## src/rtl/activation_skew_feeder.sv

```systemverilog
// ---------------------------------------------------------------------------
// activation_skew_feeder
//
// Buffers up to DEPTH activation vectors (SYS_ROWS elements of A_BITWIDTH
// bits each) and, on start, streams them into the rows of a weight-stationary
// systolic array with a diagonal skew: row r lags row 0 by r cycles.
// The array throttles the stream with i_sa_ready.
//
// Ports:
//   i_clk        clock
//   i_rst_n      asynchronous active-low reset
//   i_wr_valid   write request from the input loader
//   o_wr_ready   write accepted when i_wr_valid && o_wr_ready (IDLE, not full)
//   i_wr_data    vector, element r in bits [r*A_BITWIDTH +: A_BITWIDTH]
//   i_start      begin streaming the buffered vectors
//   i_sa_ready   array consumes the current slice at this edge
//   o_a_out      skewed row data, same packing as i_wr_data
//   o_a_valid    per-row valid
//   o_busy       high while streaming or draining
//   o_done       one-cycle pulse when the stream completes
// ---------------------------------------------------------------------------
module activation_skew_feeder #(
    parameter int A_BITWIDTH = 8,
    parameter int SYS_ROWS   = 4,
    parameter int DEPTH      = 16
) (
    input  logic                             i_clk,
    input  logic                             i_rst_n,
    input  logic                             i_wr_valid,
    output logic                             o_wr_ready,
    input  logic [SYS_ROWS*A_BITWIDTH-1:0]   i_wr_data,
    input  logic                             i_start,
    input  logic                             i_sa_ready,
    output logic [SYS_ROWS*A_BITWIDTH-1:0]   o_a_out,
    output logic [SYS_ROWS-1:0]              o_a_valid,
    output logic                             o_busy,
    output logic                             o_done
);

    localparam int CW = $clog2(DEPTH + 1);
    localparam int AW = (DEPTH > 1) ? $clog2(DEPTH) : 1;
    // Slice counter must reach DEPTH+SYS_ROWS-1 (one past the last slice).
    localparam int SW = $clog2(DEPTH + SYS_ROWS);

    typedef enum logic [1:0] {
        S_IDLE,
        S_STREAM,
        S_DRAIN
    } state_t;

    state_t          r_state;
    logic [CW-1:0]   r_count;
    logic [SW-1:0]   r_c;
    logic            r_busy;
    logic            r_done;

    logic            w_wr_fire;
    logic            w_load;
    logic            w_clear;
    logic [SW-1:0]   w_last;

    assign o_wr_ready = (r_state == S_IDLE) && (r_count < CW'(DEPTH));
    assign w_wr_fire  = i_wr_valid && o_wr_ready;
    assign w_load     = (r_state == S_STREAM) && i_sa_ready;
    assign w_clear    = (r_state == S_DRAIN) && i_sa_ready;
    // Index of the final slice: N + SYS_ROWS - 2 (count holds N while streaming).
    assign w_last     = SW'(r_count) + SW'(SYS_ROWS - 2);

    always_ff @(posedge i_clk or negedge i_rst_n) begin
        if (!i_rst_n) begin
            r_state <= S_IDLE;
            r_count <= '0;
            r_c     <= '0;
            r_busy  <= 1'b0;
            r_done  <= 1'b0;
        end else begin
            r_done <= 1'b0;
            case (r_state)
                S_IDLE: begin
                    if (w_wr_fire) begin
                        r_count <= r_count + 1'b1;
                    end
                    // A write in the start cycle is part of this stream.
                    if (i_start && ((r_count != '0) || w_wr_fire)) begin
                        r_state <= S_STREAM;
                        r_c     <= '0;
                        r_busy  <= 1'b1;
                    end
                end
                S_STREAM: begin
                    if (i_sa_ready) begin
                        r_c <= r_c + 1'b1;
                        if (r_c == w_last) begin
                            r_state <= S_DRAIN;
                        end
                    end
                end
                S_DRAIN: begin
                    if (i_sa_ready) begin
                        r_state <= S_IDLE;
                        r_count <= '0;
                        r_c     <= '0;
                        r_busy  <= 1'b0;
                        r_done  <= 1'b1;
                    end
                end
                default: begin
                    r_state <= S_IDLE;
                end
            endcase
        end
    end

    assign o_busy = r_busy;
    assign o_done = r_done;

    // One storage column per row: each row reads its own address (c - r),
    // so every column needs only a single read port.
    generate
        for (genvar gi = 0; gi < SYS_ROWS; gi++) begin : g_row
            logic [A_BITWIDTH-1:0] r_mem [DEPTH];
            logic [A_BITWIDTH-1:0] r_row_data;
            logic                  r_row_valid;
            logic [SW-1:0]         w_rel;
            logic                  w_hit;

            assign w_rel = r_c - SW'(gi);
            assign w_hit = (r_c >= SW'(gi)) && (w_rel < SW'(r_count));

            always_ff @(posedge i_clk) begin
                if (w_wr_fire) begin
                    r_mem[r_count[AW-1:0]] <= i_wr_data[gi*A_BITWIDTH +: A_BITWIDTH];
                end
            end

            always_ff @(posedge i_clk or negedge i_rst_n) begin
                if (!i_rst_n) begin
                    r_row_data  <= '0;
                    r_row_valid <= 1'b0;
                end else if (w_load) begin
                    r_row_data  <= w_hit ? r_mem[w_rel[AW-1:0]] : '0;
                    r_row_valid <= w_hit;
                end else if (w_clear) begin
                    r_row_data  <= '0;
                    r_row_valid <= 1'b0;
                end
            end

            assign o_a_out[gi*A_BITWIDTH +: A_BITWIDTH] = r_row_data;
            assign o_a_valid[gi]                        = r_row_valid;
        end
    endgenerate

endmodule

```

## config.mk

```make
export PLATFORM = sky130hd
export DESIGN_NAME = activation_skew_feeder
export DESIGN_NICKNAME = d
export VERILOG_FILES = /design/src/rtl/activation_skew_feeder.sv
export SDC_FILE = /design/constraint.sdc
export NUM_CORES = 1
export LEC_CHECK = 0
export ABC_AREA = 1
export CAP_MARGIN = 20
export CORE_MARGIN = 3
export CORE_UTILIZATION = 50
export CTS_BUF_LIST = sky130_fd_sc_hd__clkbuf_4 sky130_fd_sc_hd__clkbuf_8
export DETAILED_ROUTE_END_ITERATION = 12
export PLACE_DENSITY = 0.7
export SYNTH_ARGS = -nofsm -noshare
export SYNTH_HDL_FRONTEND = slang
export SYNTH_SLANG_ARGS = --single-unit
```

## constraint.sdc

```tcl
create_clock -name i_clk -period 2.9 [get_ports i_clk]
set_input_delay 0.29 -clock i_clk [delete_from_list [all_inputs] [get_ports i_clk]]
set_output_delay 0.29 -clock i_clk [all_outputs]
set_load 0.05 [all_outputs]
```

==> results by group, run 1 <==
Run status
  – Result of the run: finished, final reports clean

Synth
  – Share of synthesized area occupied by flip-flops and latches: 72.1%
  – Synthesized-area fraction occupied by ao, oa, aoi and oai cells: 2.00%
  – Netlist area before placement: 0.0231 sq mm
  – Gate count of the mapped netlist: 1946
  – Dominant combinational cell family by area after synthesis: simple AND/OR/NAND/NOR gates
  – Number of synthesized register bits: 562
  – Xor and xnor fraction of the mapped netlist area: 0.640%
  – Count of distinct cell types in the synthesized netlist: 36
  – Average footprint of a synthesized cell: 11.8 sq um
  – Post-synth EDFFs: 512
  – Arithmetic-cell share of the synthesized area counting full adders, half adders and majority gates: 1.68%
  – Nets in the synthesized netlist: 2014
  – Top FF cell, synth: sky130_fd_sc_hd__edfxtp_1
  – Mux cell area share after synthesis: 0%
  – FFs w/ async S/R, synth: 8.90%
  – Ys Warns: 0
  – Post-Synth Simple-Gate Area: 20.7%

Power and ir drop
  – Power after layout: 26.0 mW
  – Worst vdd ir: 689 uV
  – Ratio of total power to cell area: 980 mW/mm^2
  – Leakage power of the design: 9.82 nW

Global route
  – Global routing usage summed across all routing layers: 23.6%
  – Via count of the first global-routing pass: 14961
  – Met1 Use GR: 33.1%
  – First-pass GRT wire length: 87.3 mm
  – Maximum number of pins on one net before global-route repair: 143
  – Overflow left after global routing: 0
  – Initial antenna violation count: 0
  – Met2 Use GR: 37.3%
  – Most Crowded Layer GR: met2
  – Met3 track utilization from global routing: 3.87%

Timing
  – Setup WS post-layout: 243 ps
  – Worst Max-Slew Pin Slew: 908 ps
  – Layout Skew: 42.4 ps
  – Setup-failing EPs final: 0
  – Max frequency: 376 MHz
  – Final cycle utilization of the critical path: 91.6%
  – Total negative slack: 0 ps
  – Post-layout min period: 2660 ps
  – Setup repair after global routing missed its margin: no
  – Final number of max-transition violations: 0
  – Final Hold Violating Endpoints: 0
  – Max-slew headroom at the worst pin: 39.4%

Placement
  – Half-perimeter wire length after placement: 33.9 mm
  – Count of buffers inserted at the top-level ports: 75
  – Pre-CTS WS: 270 ps
  – Final estimated routing congestion in global placement: 0.925
  – Cell total after placement: 2573
  – Standard cell area after detailed placement: 0.0247 sq mm

Critical path
  – Critical path type: reg -> reg
  – Largest fanout on the critical path: 20
  – Crit path arrival time: 3210 ps
  – Reg2Reg Capture Point: g_row[3].r_row_data[1]
  – Crit-path cells: buf_4, ha_1, inv_1, nand2_1, xor2_1, ha_1, a21oi_1, o21a_1, nand4_1, o21ai_1
  – Top Family by Delay on Critical Path: compound AO/OA/AOI/OAI gates
  – Worst path required time: 3460 ps
  – Endpoint class of the critical path: flip-flop
  – Worst path slowest cell: sky130_fd_sc_hd__nand4_1
  – Cell with the most instances on the worst path: sky130_fd_sc_hd__ha_1
  – Type of element launching the critical path: flip-flop
  – Number of buffers and inverters on the critical path: 2
  – Setup slack of the worst register-to-register path: 240 ps
  – Max incr delay on CP: 430 ps
  – Register-to-Register Path Depth: 10
  – Source of the worst register-to-register timing path: r_c[1]

Floorplan
  – I/O pins: 76
  – Die width: 221 microns
  – Die area: 0.0487 sq mm
  – # rows: 78
  – Initial Util: 50.7%
  – Die height: 221 microns
  – Placeable core area: 0.0455 sq mm

Routing
  – Total DRC errors in the routed layout: 0
  – 1st-pass router iterations: 6
  – Overall via count from detail_route: 15298
  – Number of nets still failing antenna checks after routing: 0
  – Final wirelength: 56.7 mm
  – Detail-routed net length per standard cell: 20.7 microns
  – Number of vias per cell after detailed routing: 5.58
  – Initial DRC count: 1463

Clock tree
  – Clock tree from TritonCTS: built
  – Cell at the root of the clock tree: sky130_fd_sc_hd__clkbuf_8
  – Total number of clock tree sinks: 562
  – Buffers from clock root to sink, at most: 3
  – CTS Buf Count: 90
  – Clock Latency Late Sink: 680 ps
  – # H-tree levels: 3
  – Clock edge transition at the registers on the reported setup and hold paths: 60 ps

Finish
  – Fill cell total of the finished layout: 3668
  – Final net count: 2134
  – Final std cells w/o fill: 2740
  – Final Cell Area: 0.0266 sq mm
  – Layout overhead on the synthesized area: 15.2%
  – Diode count: 0
  – Fraction of final layout cells sized beyond drive strength 1: 11.6%

Worst hold path
  – Class of the most critical hold timing path: in -> async

Run
  – Number of maximum-capacitance violations: 0
-- kinds of logic after synthesis --
family,Yosys count
xor gates and xnor gates,10
DFF,562
buffers and inverters,139
adders and majority gates,31
and+or+nand+nor,1117
AOI/OAI and AO/OA,87
-- routing by layer --
| metal | routed length [microns] | share of wire [%] | vias up |
|---|---|---|---|
| li1 | - | - | 7105 |
| met1 | 24000 | 42 | 7427 |
| met5 | 0 | 0 | - |
| met4 | 1780 | 3.1 | 0 |
| met3 | 4280 | 7.5 | 123 |
| met2 | 26700 | 47 | 643 |
-- flip-flops by register name, summed over array words and instances (netlist names) --
signal / cells
g_row.r_row_valid: 4
g_row.r_row_data: 32
r_c: 5
r_count: 5
g_row.r_mem: 512
o_done: 1
o_busy: 1
r_state: 2
-- synthesized netlist by cell type (19+ instances only) --
library cell               number  area [sq um]
sky130_fd_sc_hd__o21ai_1       25           125
sky130_fd_sc_hd__ha_1          31           388
sky130_fd_sc_hd__inv_1         23          86.3
sky130_fd_sc_hd__buf_2         56           280
sky130_fd_sc_hd__nand2_1      640          2400
sky130_fd_sc_hd__nand3_1      400          2000
sky130_fd_sc_hd__clkbuf_1      19          71.3
sky130_fd_sc_hd__nor2_1        50           188
sky130_fd_sc_hd__edfxtp_1     512         15400
sky130_fd_sc_hd__o21ai_0       24           120
sky130_fd_sc_hd__a21oi_1       27           135
sky130_fd_sc_hd__dfrtp_1       50          1250
-- where the power goes --
part | total [mW] | switching [mW] | internal, mW
Combinational | 9.45 | 6.69 | 2.76
Clock | 6.82 | 3.06 | 3.76
Sequential | 9.76 | 0.287 | 9.47
-- worst register-to-register path: stages (launching register included) --
cell,delay (ps)
sky130_fd_sc_hd__dfrtp_2,360
sky130_fd_sc_hd__buf_4,290
sky130_fd_sc_hd__ha_1,300
sky130_fd_sc_hd__inv_1,70
sky130_fd_sc_hd__nand2_1,80
sky130_fd_sc_hd__xor2_1,150
sky130_fd_sc_hd__ha_1,260
sky130_fd_sc_hd__a21oi_1,160
sky130_fd_sc_hd__o21a_1,150
sky130_fd_sc_hd__nand4_1,430
sky130_fd_sc_hd__o21ai_1,300
-- worst max-delay path by stage --
stage               start  cells past startpoint                endpoint  slack [ps]
5_1_grt            r_c[0]                      9  g_row[1].r_row_data[1]          20
6_report           r_c[1]                     10  g_row[3].r_row_data[1]         240
3_3_place_gp       r_c[0]                      9  g_row[1].r_row_data[2]         380
3_5_place_dp       r_c[0]                      9  g_row[1].r_row_data[7]         270
2_1_floorplan  r_state[0]                      5   g_row[0].r_mem[11][0]         150
4_1_cts            r_c[0]                      9  g_row[1].r_row_data[0]         280
-- final cells by class --
class,instances,area [sq um],area share [%]
Inverter,37,144,0.542
Sequential cell,562,16600,62.6
Timing Repair Buffer,130,1300,4.89
Multi-Input combinational cell,1245,5900,22.2
Tap cell,600,751,2.83
Clock buffer,132,1620,6.09
Clock inverter,34,216,0.815
-- through the flow --
stage                     hold WS (ps)  utilization (%)
final                              206             58.4
after global routing               230             58.4
after CTS                          167             58.4
after detailed placement           367             54.3
after global placement             359             54.3
after floorplan                  -5.59                -
-- what timing repair did --
action	4_1_cts	5_1_grt
hold buffers	1	0
gates resized for setup	0	0
setup buffers	0	0
hold endpoints to repair	23	0
-- placed cells by master (no fill, tap or decap), types with 12 or more instances in the layout --
cell / instances
sky130_fd_sc_hd__inv_1: 22
sky130_fd_sc_hd__buf_4: 43
sky130_fd_sc_hd__clkbuf_8: 100
sky130_fd_sc_hd__dfrtp_1: 48
sky130_fd_sc_hd__clkinv_1: 20
sky130_fd_sc_hd__clkdlybuf4s50_1: 74
sky130_fd_sc_hd__nor2_4: 18
sky130_fd_sc_hd__nand3_1: 400
sky130_fd_sc_hd__o21ai_1: 25
sky130_fd_sc_hd__edfxtp_1: 512
sky130_fd_sc_hd__a21oi_1: 27
sky130_fd_sc_hd__o21ai_0: 24
sky130_fd_sc_hd__ha_1: 30
sky130_fd_sc_hd__nand2_1: 640
sky130_fd_sc_hd__nor2_1: 34
sky130_fd_sc_hd__clkbuf_4: 32
sky130_fd_sc_hd__inv_2: 12
(Power assumes the default switching activity.)
==> run 2, diff against run 1 <==
Settings changed: CTS_BUF_LIST sky130_fd_sc_hd__clkbuf_4 sky130_fd_sc_hd__clkbuf_8 to not set.
==> results by group, run 2 (synthesized netlist as in run 1, its figures left out) <==
Run status
  – Result of the run: finished, final reports clean

Critical path
  – Cell with the most instances on the worst path: sky130_fd_sc_hd__ha_1
  – Reg2Reg Capture Point: g_row[3].r_row_data[3]
  – Crit-path cells: buf_4, ha_1, inv_1, nand2_1, xor2_1, ha_1, a21oi_1, o21a_1, nand4_1, o21ai_1
  – Type of element launching the critical path: flip-flop
  – Max incr delay on CP: 420 ps (about the same)
  – Worst path required time: 3440 ps (-20 ps)
  – Critical path type: reg -> reg
  – Largest fanout on the critical path: 20 (unchanged)
  – Source of the worst register-to-register timing path: r_c[1]
  – Worst path slowest cell: sky130_fd_sc_hd__nand4_1
  – Register-to-Register Path Depth: 10 (unchanged)
  – Setup slack of the worst register-to-register path: 270 ps (+20 ps)
  – Endpoint class of the critical path: flip-flop
  – Crit path arrival time: 3170 ps (-40 ps)

Routing
  – Number of nets still failing antenna checks after routing: 0 (unchanged)
  – 1st-pass router iterations: 8 (+2)
  – Final wirelength: 56.4 mm (-0.56%)
  – Number of vias per cell after detailed routing: 5.70 (+2.1%)
  – Initial DRC count: 1546 (+5.7%)
  – Detail-routed net length per standard cell: 21.1 microns (+1.8%)
  – Total DRC errors in the routed layout: 0 (unchanged)
  – Overall via count from detail_route: 15265 (-0.22%)

Global route
  – First-pass GRT wire length: 86.9 mm (-0.44%)
  – Met2 Use GR: 37.2% (-0.041 points)
  – Met3 track utilization from global routing: 3.82% (-0.055 points)
  – Most Crowded Layer GR: met2
  – Met1 Use GR: 33.3% (+0.16 points)
  – Overflow left after global routing: 0 (unchanged)
  – Initial antenna violation count: 0 (unchanged)
  – Via count of the first global-routing pass: 14651 (-2.1%)
  – Maximum number of pins on one net before global-route repair: 143 (unchanged)
  – Global routing usage summed across all routing layers: 23.4% (-0.19 points)

Worst hold path
  – Class of the most critical hold timing path: in -> async

Floorplan
  – I/O pins: 76 (unchanged)
  – # rows: 78 (unchanged)
  – Die width: 221 microns (unchanged)
  – Placeable core area: 0.0455 sq mm (unchanged)
  – Initial Util: 50.7% (unchanged)
  – Die height: 221 microns (unchanged)
  – Die area: 0.0487 sq mm (unchanged)

Finish
  – Final net count: 2099 (-1.6%)
  – Max FFs per register: 512 (unchanged)
  – Top library cells by usage in the layout, fill and taps aside: sky130_fd_sc_hd__nand2_1 (640), sky130_fd_sc_hd__edfxtp_1 (512), sky130_fd_sc_hd__nand3_1 (400)
  – Combined area of the multi-input logic cells: 0.00590 sq mm (unchanged)
  – Leading cell type in the layout, fill and taps excluded: sky130_fd_sc_hd__nand2_1
  – Layout overhead on the synthesized area: 15.3%
  – Diode count: 0 (unchanged)
  – Sequential standard cell area: 0.0166 sq mm (unchanged)
  – Fill cell total of the finished layout: 3584 (-2.3%)
  – Fraction of final layout cells sized beyond drive strength 1: 8.96% (-2.6 points)

Run
  – Number of maximum-capacitance violations: 0 (unchanged)

Timing
  – Final number of max-transition violations: 0 (unchanged)
  – Setup repair after global routing missed its margin: no
  – Final Hold Violating Endpoints: 0 (unchanged)
  – Total negative slack: 0 ps (unchanged)
  – Layout Skew: 32.0 ps (-10.4 ps)
  – Post-layout min period: 2630 ps (-24.9 ps)
  – Worst Max-Slew Pin Slew: 912 ps (+4.01 ps)
  – Max frequency: 380 MHz (+0.95%)
  – Setup WS post-layout: 268 ps (+24.9 ps)
  – Final cycle utilization of the critical path: 90.8% (-0.86 points)
  – Max-slew headroom at the worst pin: 39.2% (-0.27 points)
  – Setup-failing EPs final: 0 (unchanged)

Power and ir drop
  – Worst vdd ir: 681 uV (-1.1%)
  – Power after layout: 26.5 mW (+1.7%)
  – Leakage power of the design: 9.76 nW (-0.59%)
  – Ratio of total power to cell area: 996 mW/mm^2 (+1.6%)

Clock tree
  – Total number of clock tree sinks: 562 (unchanged)
  – Cell at the root of the clock tree: sky130_fd_sc_hd__clkbuf_16
  – Clock Latency Late Sink: 630 ps (-50 ps)
  – Clock edge transition at the registers on the reported setup and hold paths: 60 ps (about the same)
  – # H-tree levels: 2 (-1)
  – Count of hold buffers inserted by post-cts repair: 1 (unchanged)
  – Setup Buffers After CTS: 0 (unchanged)
  – Clock tree from TritonCTS: built
  – CTS Buf Count: 55 (-39%)
  – Count of instances resized after the clock tree is built: 0 (unchanged)
  – Buffers from clock root to sink, at most: 3 (unchanged)

Placement
  – Half-perimeter wire length after placement: 33.9 mm (unchanged)
  – Count of buffers inserted at the top-level ports: 75 (unchanged)
  – Final estimated routing congestion in global placement: 0.925 (unchanged)
  – Pre-CTS WS: 270 ps (unchanged)
==> run 2: cell type report <==
class,count,area share (%)
multi-input combinational,1245,22.2
inverter,37,0.541
timing repair buffer,130,4.88
sequential,562,62.5
tap,600,2.82
clock inverter,22,0.955
clock buffer,81,6.08
==> run 2: power breakdown <==
group	total [mW]	internal, mW	switching (mW)	leakage, nW
Combinational	9.46	2.77	6.69	3.58
Sequential	9.76	9.47	0.290	5.26
Clock	7.26	4.23	3.03	0.916
==> run 2: worst max-delay path: cells and delay by family (launching register included) <==
kind | cells | cell delay [ps]
AOI/OAI and AO/OA | 3 | 610
adders and majority gates | 2 | 550
and+or+nand+nor | 2 | 500
DFF | 1 | 360
buffers and inverters | 2 | 360
xor gates and xnor gates | 1 | 150
==> run 2: how the worst max path moves through the flow <==
stage          depth (start not counted)  slack [ps]       start                      to
4_1_cts                                9         260      r_c[0]  g_row[1].r_row_data[7]
6_report                              10         270      r_c[1]  g_row[3].r_row_data[3]
2_1_floorplan                          5         150  r_state[0]   g_row[0].r_mem[11][0]
3_3_place_gp                           9         380      r_c[0]  g_row[1].r_row_data[2]
5_1_grt                                9          20      r_c[0]  g_row[1].r_row_data[7]
3_5_place_dp                           9         270      r_c[0]  g_row[1].r_row_data[7]
==> run 2: stage by stage <==
stage	instance area, sq um	utilization, %	std cells	hold slack, ps
2_1_floorplan	23100	-	1946	-5.59
3_3_place_gp	24700	54.3	2573	359
3_5_place_dp	24700	54.3	2573	367
4_1_cts	26600	58.5	2677	249
5_1_grt	26600	58.5	2677	299
6_report	26600	58.5	2677	256
==> run 2: routing by layer <==
metal,part of all wire (%),wire length [microns]
met1,42,23600
met2,47,26700
met3,8.0,4500
met4,3.0,1670
met5,0,0
